File: src/rtl/construtor_caminho.sv
// Path builder: follows the predecessor chain from destination back to source,
// storing each visited node in a local buffer that the host reads afterwards.
module construtor_caminho #(
    parameter int ADDR_WIDTH = 10,
    parameter int MAX_PATH   = 64,
    parameter int LEN_WIDTH  = $clog2(MAX_PATH + 1)
) (
    input  logic                  clk,
    input  logic                  rst_n,
    input  logic                  iniciar_in,
    input  logic                  construir_caminho_in,
    input  logic [ADDR_WIDTH-1:0] fonte_in,
    input  logic [ADDR_WIDTH-1:0] destino_in,
    output logic                  pred_rd_en_out,
    output logic [ADDR_WIDTH-1:0] pred_addr_out,
    input  logic [ADDR_WIDTH-1:0] pred_dado_in,
    input  logic                  pred_valido_in,
    output logic                  caminho_pronto_out,
    output logic                  sem_caminho_out,
    output logic [LEN_WIDTH-1:0]  comprimento_out,
    input  logic [LEN_WIDTH-1:0]  caminho_rd_addr_in,
    output logic [ADDR_WIDTH-1:0] caminho_rd_data_out
);

    localparam int IDX_W = $clog2(MAX_PATH);
    localparam logic [LEN_WIDTH-1:0] MAX_LEN = LEN_WIDTH'(MAX_PATH);

    typedef enum logic [2:0] {
        IDLE,
        GRAVAR,
        LER,
        ESPERA,
        PRONTO
    } estado_t;

    estado_t                estado_q;
    logic [ADDR_WIDTH-1:0]  atual_q;
    logic [LEN_WIDTH-1:0]   comprimento_q;
    logic [LEN_WIDTH-1:0]   comprimento_d;
    logic                   sem_caminho_q;
    logic [ADDR_WIDTH-1:0]  rd_data_q;
    logic                   grava;
    logic                   em_percurso;
    logic [ADDR_WIDTH-1:0]  buffer_q [MAX_PATH];

    assign comprimento_d = comprimento_q + 1'b1;
    assign em_percurso   = (estado_q == GRAVAR) || (estado_q == LER) || (estado_q == ESPERA);
    // Writes are suppressed on the cycle a clear or abort wins priority.
    assign grava = (estado_q == GRAVAR) && !iniciar_in && construir_caminho_in;

    always_ff @(posedge clk or negedge rst_n) begin
        if (!rst_n) begin
            estado_q      <= IDLE;
            atual_q       <= '0;
            comprimento_q <= '0;
            sem_caminho_q <= 1'b0;
        end else if (iniciar_in) begin
            estado_q      <= IDLE;
            comprimento_q <= '0;
            sem_caminho_q <= 1'b0;
        end else if (!construir_caminho_in && em_percurso) begin
            estado_q      <= IDLE;
            comprimento_q <= '0;
        end else begin
            unique case (estado_q)
                IDLE: begin
                    if (construir_caminho_in) begin
                        atual_q       <= destino_in;
                        comprimento_q <= '0;
                        sem_caminho_q <= 1'b0;
                        estado_q      <= GRAVAR;
                    end
                end
                GRAVAR: begin
                    comprimento_q <= comprimento_d;
                    if (atual_q == fonte_in) begin
                        estado_q <= PRONTO;
                    end else if (comprimento_d == MAX_LEN) begin
                        // Buffer full without reaching the source: overflow or a cycle.
                        sem_caminho_q <= 1'b1;
                        estado_q      <= PRONTO;
                    end else begin
                        estado_q <= LER;
                    end
                end
                LER: begin
                    estado_q <= ESPERA;
                end
                ESPERA: begin
                    if (!pred_valido_in) begin
                        sem_caminho_q <= 1'b1;
                        estado_q      <= PRONTO;
                    end else begin
                        atual_q  <= pred_dado_in;
                        estado_q <= GRAVAR;
                    end
                end
                PRONTO: begin
                    if (!construir_caminho_in) begin
                        estado_q <= IDLE;
                    end
                end
                default: begin
                    estado_q <= IDLE;
                end
            endcase
        end
    end

    always_ff @(posedge clk) begin
        if (grava) begin
            buffer_q[comprimento_q[IDX_W-1:0]] <= atual_q;
        end
    end

    // Out-of-range indices keep the previous read value.
    always_ff @(posedge clk or negedge rst_n) begin
        if (!rst_n) begin
            rd_data_q <= '0;
        end else if (caminho_rd_addr_in < MAX_LEN) begin
            rd_data_q <= buffer_q[caminho_rd_addr_in[IDX_W-1:0]];
        end
    end

    assign pred_rd_en_out      = (estado_q == LER);
    assign pred_addr_out       = (estado_q == LER) ? atual_q : '0;
    assign caminho_pronto_out  = (estado_q == PRONTO);
    assign sem_caminho_out     = sem_caminho_q;
    assign comprimento_out     = comprimento_q;
    assign caminho_rd_data_out = rd_data_q;

endmodule
File: config.mk
export PLATFORM = sky130hd
export DESIGN_NAME = construtor_caminho
export DESIGN_NICKNAME = d
export VERILOG_FILES = /design/src/rtl/construtor_caminho.sv
export SDC_FILE = /design/constraint.sdc
export NUM_CORES = 1
export LEC_CHECK = 0
export CAP_MARGIN = 30
export CORE_ASPECT_RATIO = 1.4
export CORE_UTILIZATION = 57
export CTS_BUF_LIST = sky130_fd_sc_hd__clkbuf_8
export DETAILED_ROUTE_END_ITERATION = 12
export PLACE_DENSITY = 0.74
export SLEW_MARGIN = 10
export SYNTH_ARGS = -nofsm -noshare
export SYNTH_HDL_FRONTEND = slang
export SYNTH_SLANG_ARGS = --single-unit
File: constraint.sdc
create_clock -name clk -period 6.15 [get_ports clk]
set_input_delay 0.615 -clock clk [delete_from_list [all_inputs] [get_ports clk]]
set_output_delay 0.615 -clock clk [all_outputs]
set_load 0.01 [all_outputs]
==> qor.yml, run 1 <==
status:
  outcome: "finished, final reports clean"
route:
  vias_per_cell: 6.11
  ant_nets: 0
  drtIter0Drc: 1317
  drt-total-wl_microns: 53600
  firstDrtPassIters: 5
  wl_per_cell_microns: 25.7
  vias: 12800
  drc: 0
setup_path:
  worst_ep_arrival_time_ns: 2.83
  timing.rr.start: "estado_q[0]"
  cp-end-kind: "primary output"
  cp.required_ns: 5.53
  critical_path_class: "reg -> out"
  r2r_slack_ns: 3.05
  critPathMaxFanout: 11
  r2r_cells: 6
  critPathLaunchType: "flop"
  r2r-end: "buffer_q[50][9]"
synth:
  synth_edf_count: 640
  ys_seq_area_share_pct: 75.9
  ys.flop_type: "edfxtp_1"
  synth_seq_cells: 671
  synth_common_cells: "edfxtp_1, mux4_2, nor2_1"
  syn_nets: 1289
  synth.distinct_cells: 44
  async_flop_share_pct: 4.62
  yosysMostFrequentCell: "edfxtp_1"
  syn_inst: 1245
  ys_warn_count: 0
  syn-cell-area_sq_um: 26300
  synth_top_area_share_pct: 73.0
  synth_area_leaders: "edfxtp_1, mux4_2, dfrtp_1, mux2i_1, nor2_1"
  yosysTopAreaCell: "edfxtp_1"
  syn_avg_cell_area_sq_um: 21.2
sta:
  drv_slew: 0
  slew-limit-headroom_pct: 36.1
  rsz0062_at_grt: "no"
  timing.fmax_mhz: 291
  fin_tns_setup_ns: 0
  finalHoldViolations: 0
  tightestPinTransition_ns: 0.956
  period_minus_slack_ns: 3.44
  final-setup-viol-count: 0
  clock_skew_ns: 0.0305
  post-route-period-util_pct: 55.9
floorplanning:
  start_util_pct: 58.1
  fp.dieArea_sq_um: 47100
  io_pins: 72
  fp.dieW_microns: 184
  die_h_microns: 256
  rows: 92
  core_area_sq_um: 45400
placement:
  io_buffer_count: 71
  dp_hpwl_microns: 32900
  place_congestion: 0.789
clock_network:
  cts-root-buf: "clkbuf_8"
  numCtsBuffers: 93
  cts_tree: "done"
  cts_buffer_depth: 3
  cts_setup_buffers: 0
  cts.repair.resized: 0
  clk_pin_slew_ns: 0.07
  clkLatencyLatePin_ns: 0.67
  cts.sinks: 671
  ctsHoldBuffers: 0
  htreeDepth: 3
final_layout:
  nNetsFinal: 1445
  final_layout_size_suffix_gt1_share_pct: 26.2
  n_antenna_cell: 0
  area_growth_pct: 13.6
global_routing:
  gr-total-overflow: 0
  grt_pass1_wl_microns: 80900
  grt_max_degree: 92
  grt_pass1_vias: 13000
  grtUsageTotal_pct: 23.7
  grt_antenna_before_repair: 0
pwr:
  p_leak_nw: 9.75
  total_power_mw: 9.41
  irDropWorstVdd_uv: 278
  p_per_area_nw_per_um2: 314
flow_run:
  maxCapViolations: 0
hold_path:
  hp-class: "in -> async"
==> power by group <==
group | leakage [nW] | internal [mW] | switching [mW] | total [mW]
Combinational | 2.61 | 0.228 | 0.395 | 0.623
Sequential | 6.08 | 5.22 | 0.0779 | 5.29
Clock | 1.06 | 1.87 | 1.62 | 3.49
Total | 9.75 | 7.31 | 2.10 | 9.41
==> worst max-delay path by stage <==
stage,start,to,slack [ns],cells after the start
2_1_floorplan,caminho_rd_addr_in[2],caminho_rd_data_out[0],3.57,8
6_report,estado_q[1],pred_addr_out[2],2.71,4
3_3_place_gp,iniciar_in,buffer_q[49][5],2.48,6
3_5_place_dp,iniciar_in,buffer_q[27][4],2.47,6
5_1_grt,estado_q[1],pred_addr_out[8],2.49,4
4_1_cts,estado_q[1],pred_addr_out[8],2.66,4
==> cell families (layout without fill, tap and decap cells) <==
logic type / after synthesis / count (layout) / share of synthesized area, %
adders and majority gates: 2 / 2 / 0.0950
and+or+nand+nor: 155 / 155 / 2.70
muxes: 252 / 252 / 17.3
xor gates and xnor gates: 14 / 14 / 0.466
buffers and inverters: 73 / 304 / 1.28
DFF: 671 / 671 / 75.9
AOI/OAI and AO/OA: 78 / 78 / 2.28
==> placed cells by master, fill, tap and decap left out, types with 3 or more instances in the layout <==
master           count
nor2_1              87
a221oi_1            10
buf_6                4
and2_1              12
xor2_1              10
a221o_1             10
a21oi_1             14
a22oi_1             20
buf_4               52
nand2_1             20
xnor2_1              4
inv_1               25
clkinv_2            15
clkinv_1            19
o221ai_1            10
bufinv_16            8
nor4_1               3
mux2i_1             72
mux4_2             160
clkbuf_8           104
nand3b_1             8
o21ai_0              3
nor3_1               3
dfrtp_2             10
dfrtp_1             21
nor2b_1              5
nand3_1              6
a22o_1               4
clkinvlp_4           3
mux2_2              20
edfxtp_1           640
clkdlybuf4s50_1     67
buf_12               5
==> state kept, by name (all words and copies together), names as in the netlist <==
name,count
sem_caminho_out,1
caminho_rd_data_out,10
buffer_q,640
atual_q,10
comprimento_out,7
estado_q,3
==> metrics by stage <==
step | instances | setup slack, ns | util, % | area (sq um) | hold slack (ns)
3_3_place_gp | 1873 | 2.48 | 61.0 | 27600 | 0.544
5_1_grt | 2087 | 2.49 | 66.0 | 29900 | 0.0808
6_report | 2087 | 2.71 | 66.0 | 29900 | 0.0481
2_1_floorplan | 1245 | 3.57 | - | 26300 | 0.319
3_5_place_dp | 1898 | 2.47 | 61.5 | 27900 | 0.541
4_1_cts | 2068 | 2.66 | 65.7 | 29800 | 0.0341
==> final cells by class <==
cell class / instances / area (sq um)
flip-flops and latches: 671 / 20000
fillers: 2964 / 15400
multi-input cells: 501 / 6010
clock buffers: 102 / 1400
repair buffers: 131 / 1240
well taps: 611 / 764
clock inverters: 68 / 500
inverters: 3 / 11.3
==> critical path: stages, from the launching register on <==
cell and delay [ns]:
dfrtp_1 0.53, inv_1 0.16, nor3_1 0.70, and2_1 0.23, clkdlybuf4s50_1 0.54
==> layer usage <==
metal,share of wire [%],vias to the layer above,global-route usage [%]
met5,0,-,0
met3,6.7,93,3.98
met1,40,6652,33.0
li1,-,5500,-
met4,2.7,0,8.43
met2,51,516,38.2
Note: power is estimated with default switching activity, not from simulation.
==> run 2, diff against run 1 <==
Clock period 6.15 ns to 3.4 ns, I/O delays scaled along.
==> run 2 against run 1 <==
  * Non-clock buffer count is 50 higher
  * Clock skew is 0.0054 ns higher
  * Worst hold slack better by 0.25 ns
  * Final area is 1.1% higher
  * Register-to-register slack worse by 2.4 ns
  * First-iteration DRC count is 13% higher
  * Combinational power is 96% higher
  * Sequential power is 80% higher
  * Routed wire length is 4.8% higher
  * Sequential share of layout area is 0.71 points lower
  * Setup slack worse by 2.5 ns
  * Total power is 79% higher
  * Largest power group unchanged
  * Highest routed layer unchanged
==> qor.yml, run 2 (synthesized netlist as in run 1, its figures left out) <==
final_layout:
  final_cell_mix: "edfxtp_1, mux4_2, clkbuf_8, buf_4, nor2_1"
  nNetsFinal: 1497  # +3.6%
  area_growth_pct: 14.9
  final_common_cell: "edfxtp_1"
  largest_reg_flops: 640  # unchanged
  final_layout_size_suffix_gt1_share_pct: 28.4  # +2.2 points
clock_network:
  clkLatencyLatePin_ns: 0.68  # about the same
  htreeDepth: 3  # unchanged
  clk_pin_slew_ns: 0.07  # about the same
  cts.sinks: 671  # unchanged
  cts_buffer_depth: 3  # unchanged
  numCtsBuffers: 95  # +2.2%
  cts_setup_buffers: 0  # unchanged
  cts-root-buf: "clkbuf_8"
  cts_tree: "done"
status:
  outcome: "finished, final reports clean"
route:
  vias: 13000  # +2.0%
  drt-total-wl_microns: 56200  # +4.8%
  drc: 0  # unchanged
  vias_per_cell: 6.07  # -0.67%
  firstDrtPassIters: 5  # unchanged
  wl_per_cell_microns: 26.2  # +2.1%
  drtIter0Drc: 1487  # +13%
  ant_nets: 0  # unchanged
sta:
  timing.fmax_mhz: 316
  slew-limit-headroom_pct: 40.3  # +4.3 points
  drv_slew: 0  # unchanged
  final-setup-viol-count: 0  # unchanged
  post-route-period-util_pct: 93.2
  tightestPinTransition_ns: 0.895  # -0.0607 ns
  fin_tns_setup_ns: 0  # unchanged
  timing.hold.ws_ns: 0.294  # +0.246 ns
  clock_skew_ns: 0.0359  # +0.00540 ns
  period_minus_slack_ns: 3.17
  finalHoldViolations: 0  # unchanged
  rsz0062_at_grt: "no"
floorplanning:
  fp.dieArea_sq_um: 47100  # unchanged
  fp.dieW_microns: 184  # unchanged
  rows: 92  # unchanged
  start_util_pct: 58.1  # unchanged
  core_area_sq_um: 45400  # unchanged
  io_pins: 72  # unchanged
  die_h_microns: 256  # unchanged
setup_path:
  cp-end-kind: "primary output"
  slowest_stage: "nor3_1"
  crit_chain: "inv_1 -> nor3_1 -> and2_1 -> clkdlybuf4s50_1"
  critPathMaxFanout: 11  # unchanged
  cp.required_ns: 3.06  # -2.47 ns
  critPathLaunchType: "flop"
  critical_path_class: "reg -> out"
  worst_ep_arrival_time_ns: 2.83  # about the same
  max_stage_delay_ns: 0.71  # about the same
hold_path:
  hp-class: "in -> reg"
global_routing:
  gr-total-overflow: 0  # unchanged
  grt_pass1_wl_microns: 84800  # +4.8%
  grt_pass1_vias: 13300  # +2.3%
  grt_antenna_before_repair: 1  # +1
  grt_max_degree: 67  # -27%
  grtUsageTotal_pct: 25.1  # +1.5 points
placement:
  io_buffer_count: 71  # unchanged
  place_congestion: 0.858  # +8.8%
  dp_hpwl_microns: 34600  # +5.2%
pwr:
  comb_power_share_pct: 7.3  # +0.7 points
  p_switching_mw: 3.85  # +84%
  irDropWorstVdd_uv: 406  # +46%
  internal_power_mw: 13.0  # +77%
  p_leak_nw: 9.99  # +2.5%
  p_seq_share_pct: 56.6  # +0.3 points
  swShare_pct: 22.9  # +0.59 points
  clkPwrFrac_pct: 36.1  # -1.0 points
  p_per_area_nw_per_um2: 556  # +77%
flow_run:
  maxCapViolations: 0  # unchanged
run 2: cell types whose count changed in the layout (fill, tap and decap cells not counted), moves of 3 or more:
| cell | delta |
|---|---|
| buf_4 | +52 |
| inv_1 | +3 |
| diode_2 | +3 |
| bufinv_16 | -4 |
| inv_8 | +3 |
| buf_6 | -4 |
run 2: repair_timing:
item                      CTS  global route
gates resized for setup     0             0
hold buffers                1             0
hold endpoints to repair   31             0
run 2: area by class of cell:
class | count | area (sq um)
fillers | 2902 | 15100
flip-flops and latches | 671 | 20000
well taps | 611 | 764
clock buffers | 103 | 1420
diodes | 3 | 7.51
clock inverters | 70 | 424
inverters | 3 | 11.3
repair buffers | 181 | 1610
multi-input cells | 501 | 6010
run 2: layer usage:
metal | track usage [%] | share of wire (%) | up-vias
met1 | 34.9 | 40 | 6793
met3 | 4.22 | 6.4 | 86
li1 | - | - | 5598
met4 | 8.52 | 2.5 | 0
met2 | 40.8 | 51 | 538
met5 | 0 | 0 | -
run 2: worst paths after layout:
kind / end / from / cells past startpoint / slack (ns)
max reg2reg: buffer_q[18][2] / estado_q[0] / 7 / 0.65
min reg2reg: caminho_rd_data_out[4] / caminho_rd_data_out[4] / 1 / 0.52
max: pred_addr_out[5] / estado_q[1] / 4 / 0.23
min: atual_q[9] / pred_dado_in[9] / 3 / 0.29
min in group asynchronous: atual_q[4] / rst_n / 2 / 0.32
max in group asynchronous: atual_q[2] / rst_n / 2 / 2.43
run 2: worst max-delay path, delay by kind of cell, from the launching register on:
kind | cells | cell delay (ns)
buffers and inverters | 2 | 0.69
and+or+nand+nor | 2 | 0.95
DFF | 1 | 0.52
run 2: power groups by stage:
stage	combinational (mW)	clock [mW]	sequential, mW
floorplan	0.480	0	9.86
global placement	1.19	0	9.70
detailed placement	1.24	0	9.70
CTS	1.24	6.16	9.53
global route	1.31	6.50	9.53
finish	1.22	6.07	9.53
run 2: through the flow:
stage	total power [mW]	util (%)	std cells	setup slack [ns]	cell area, sq um
5_1_grt	17.3	66.7	2141	0.0148	30200
4_1_cts	16.9	66.7	2140	0.185	30200
6_report	16.8	66.7	2143	0.233	30300
3_3_place_gp	10.9	62.6	1966	0.480	28400
2_1_floorplan	10.3	-	1245	0.930	26300
3_5_place_dp	10.9	62.6	1966	0.455	28400
==> run 3, diff against run 2 <==
Settings changed: SLEW_MARGIN 10 to not set.
Clock period 3.4 ns to 3.2 ns, I/O delays scaled along.
==> run 3 against run 2 <==
  * Final area is essentially flat
  * Total power grew 5.0%
  * Global-route usage grew 0.31 points
  * Largest power group unchanged
  * Highest routed layer unchanged
==> qor.yml, run 3 (synthesized netlist as in run 1, its figures left out) <==
status:
  outcome: "finished, final reports clean"
pwr:
  p_leak_nw: 10.0  # +0.47%
  p_per_area_nw_per_um2: 584  # +5.0%
  irDropWorstVdd_uv: 546  # +34%
route:
  vias_per_cell: 6.12  # +0.72%
  ant_nets: 0  # unchanged
  drt-total-wl_microns: 56900  # +1.2%
  wl_per_cell_microns: 26.5  # +1.1%
  vias: 13100  # +0.86%
  firstDrtPassIters: 7  # +2
  drtIter0Drc: 1224  # -18%
  drc: 0  # unchanged
clock_network:
  clkLatencyLatePin_ns: 0.68  # about the same
  cts_tree: "done"
  clk_pin_slew_ns: 0.06  # about the same
  cts.sinks: 671  # unchanged
  htreeDepth: 3  # unchanged
  cts-root-buf: "clkbuf_8"
  cts_buffer_depth: 3  # unchanged
  cts.repair.resized: 0  # unchanged
  numCtsBuffers: 95  # unchanged
floorplanning:
  start_util_pct: 58.1  # unchanged
  die_h_microns: 256  # unchanged
  fp.dieArea_sq_um: 47100  # unchanged
  core_area_sq_um: 45400  # unchanged
  fp.dieW_microns: 184  # unchanged
  io_pins: 72  # unchanged
  rows: 92  # unchanged
sta:
  rsz0062_at_grt: "no"
  finalHoldViolations: 0  # unchanged
  timing.fmax_mhz: 362
  period_minus_slack_ns: 2.76
  tightestPinTransition_ns: 1.03  # +0.137 ns
  final-setup-viol-count: 0  # unchanged
  drv_slew: 0  # unchanged
  clock_skew_ns: 0.0493  # +0.0134 ns
  post-route-period-util_pct: 86.3
  fin_tns_setup_ns: 0  # unchanged
  slew-limit-headroom_pct: 31.2  # -9.2 points
global_routing:
  gr-total-overflow: 0  # unchanged
  grt_pass1_wl_microns: 85700  # +1.0%
  grt_pass1_vias: 13700  # +3.0%
  grtUsageMet2_pct: 41.7  # +0.83 points
  grt_antenna_before_repair: 1  # unchanged
  grt_max_degree: 67  # unchanged
  grt_util_met1_pct: 33.3  # -1.6 points
  grtUsageMet3_pct: 5.04  # +0.82 points
  grtUsageTotal_pct: 25.4  # +0.31 points
  top_usage_layer: "met2"
final_layout:
  final_cell_mix: "edfxtp_1, mux4_2, clkbuf_8, buf_4, nor2_1"
  num-fill-cells: 2913  # +0.38%
  final_common_cell: "edfxtp_1"
  fin_util_pct: 66.7  # about the same
  final_layout_size_suffix_gt1_share_pct: 28.0  # -0.42 points
  nNetsFinal: 1501  # +0.27%
  area_growth_pct: 14.8  # about the same
  largest_reg_flops: 640  # unchanged
setup_path:
  worst_ep_arrival_time_ns: 2.44  # -0.39 ns
  r2r_slack_ns: 0.68  # +0.03 ns
  cp-end-kind: "primary output"
  r2r-end: "buffer_q[8][8]"
  cp.required_ns: 2.88  # -0.18 ns
  r2r_cells: 6  # -1
  critPathMaxFanout: 11  # unchanged
  timing.rr.start: "estado_q[0]"
  critical_path_class: "reg -> out"
  critPathLaunchType: "flop"
hold_path:
  min_to: "atual_q[4]"
  hp-class: "in -> reg"
  min_from: "pred_dado_in[4]"
  hold_path_depth: 3  # unchanged
placement:
  io_buffer_count: 71  # unchanged
  dp_hpwl_microns: 35600  # +2.9%
  place_congestion: 0.841  # -2.0%
flow_run:
  maxCapViolations: 0  # unchanged
## run 3: timing repair
action	4_1_cts	5_1_grt
setup buffers	0	0
hold buffers	1	0
endpoints found under the hold margin	31	0
## run 3: metal layers
layer,vias to the layer above,wire length (microns)
li1,5613,-
met1,6773,21300
met2,630,29100
met3,111,4360
met4,0,2130
met5,-,0
## run 3: worst max path at each step
stage / start / to / slack (ns) / depth (start not counted)
6_report: estado_q[1] / pred_addr_out[1] / 0.44 / 5
5_1_grt: estado_q[1] / pred_addr_out[1] / 0.31 / 5
4_1_cts: atual_q[5] / pred_addr_out[5] / 0.40 / 3
3_5_place_dp: caminho_rd_addr_in[2] / caminho_rd_data_out[9] / 0.22 / 9
3_3_place_gp: caminho_rd_addr_in[2] / caminho_rd_data_out[9] / 0.20 / 9
2_1_floorplan: estado_q[0] / buffer_q[56][0] / 0.73 / 7
## run 3: where the power goes
part | leakage (nW) | internal, mW | switching, mW
registers | 6.08 | 10.0 | 0.129
clock network | 1.06 | 3.13 | 3.10
logic | 2.89 | 0.443 | 0.829
## run 3: stage by stage
stage | setup slack, ns | cells | power, mW | cell area [sq um] | hold WS [ns]
floorplan | 0.730 | 1245 | 11.0 | 26300 | 0.0244
global placement | 0.201 | 1970 | 11.6 | 28400 | 0.494
detailed placement | 0.224 | 1970 | 11.6 | 28400 | 0.492
CTS | 0.396 | 2145 | 17.8 | 30200 | 0.236
global route | 0.308 | 2146 | 18.2 | 30200 | 0.285
finish | 0.438 | 2146 | 17.7 | 30200 | 0.284
## run 3: worst max-delay path: stages (launching register included)
cell             delay, ns
dfrtp_1               0.52
inv_1                 0.16
nor3_1                0.22
buf_4                 0.19
and2_1                0.14
clkdlybuf4s50_1       0.55
## run 3: cell type report
cell class | count | area [sq um] | area share [%]
clock buffer | 106 | 1460 | 4.82
tap | 611 | 764 | 2.53
multi-input combinational | 501 | 6010 | 19.9
timing repair buffer | 185 | 1670 | 5.52
sequential | 671 | 20000 | 66.1
inverter | 3 | 11.3 | 0.0372
antenna | 1 | 2.50 | 0.00827
clock inverter | 68 | 325 | 1.08
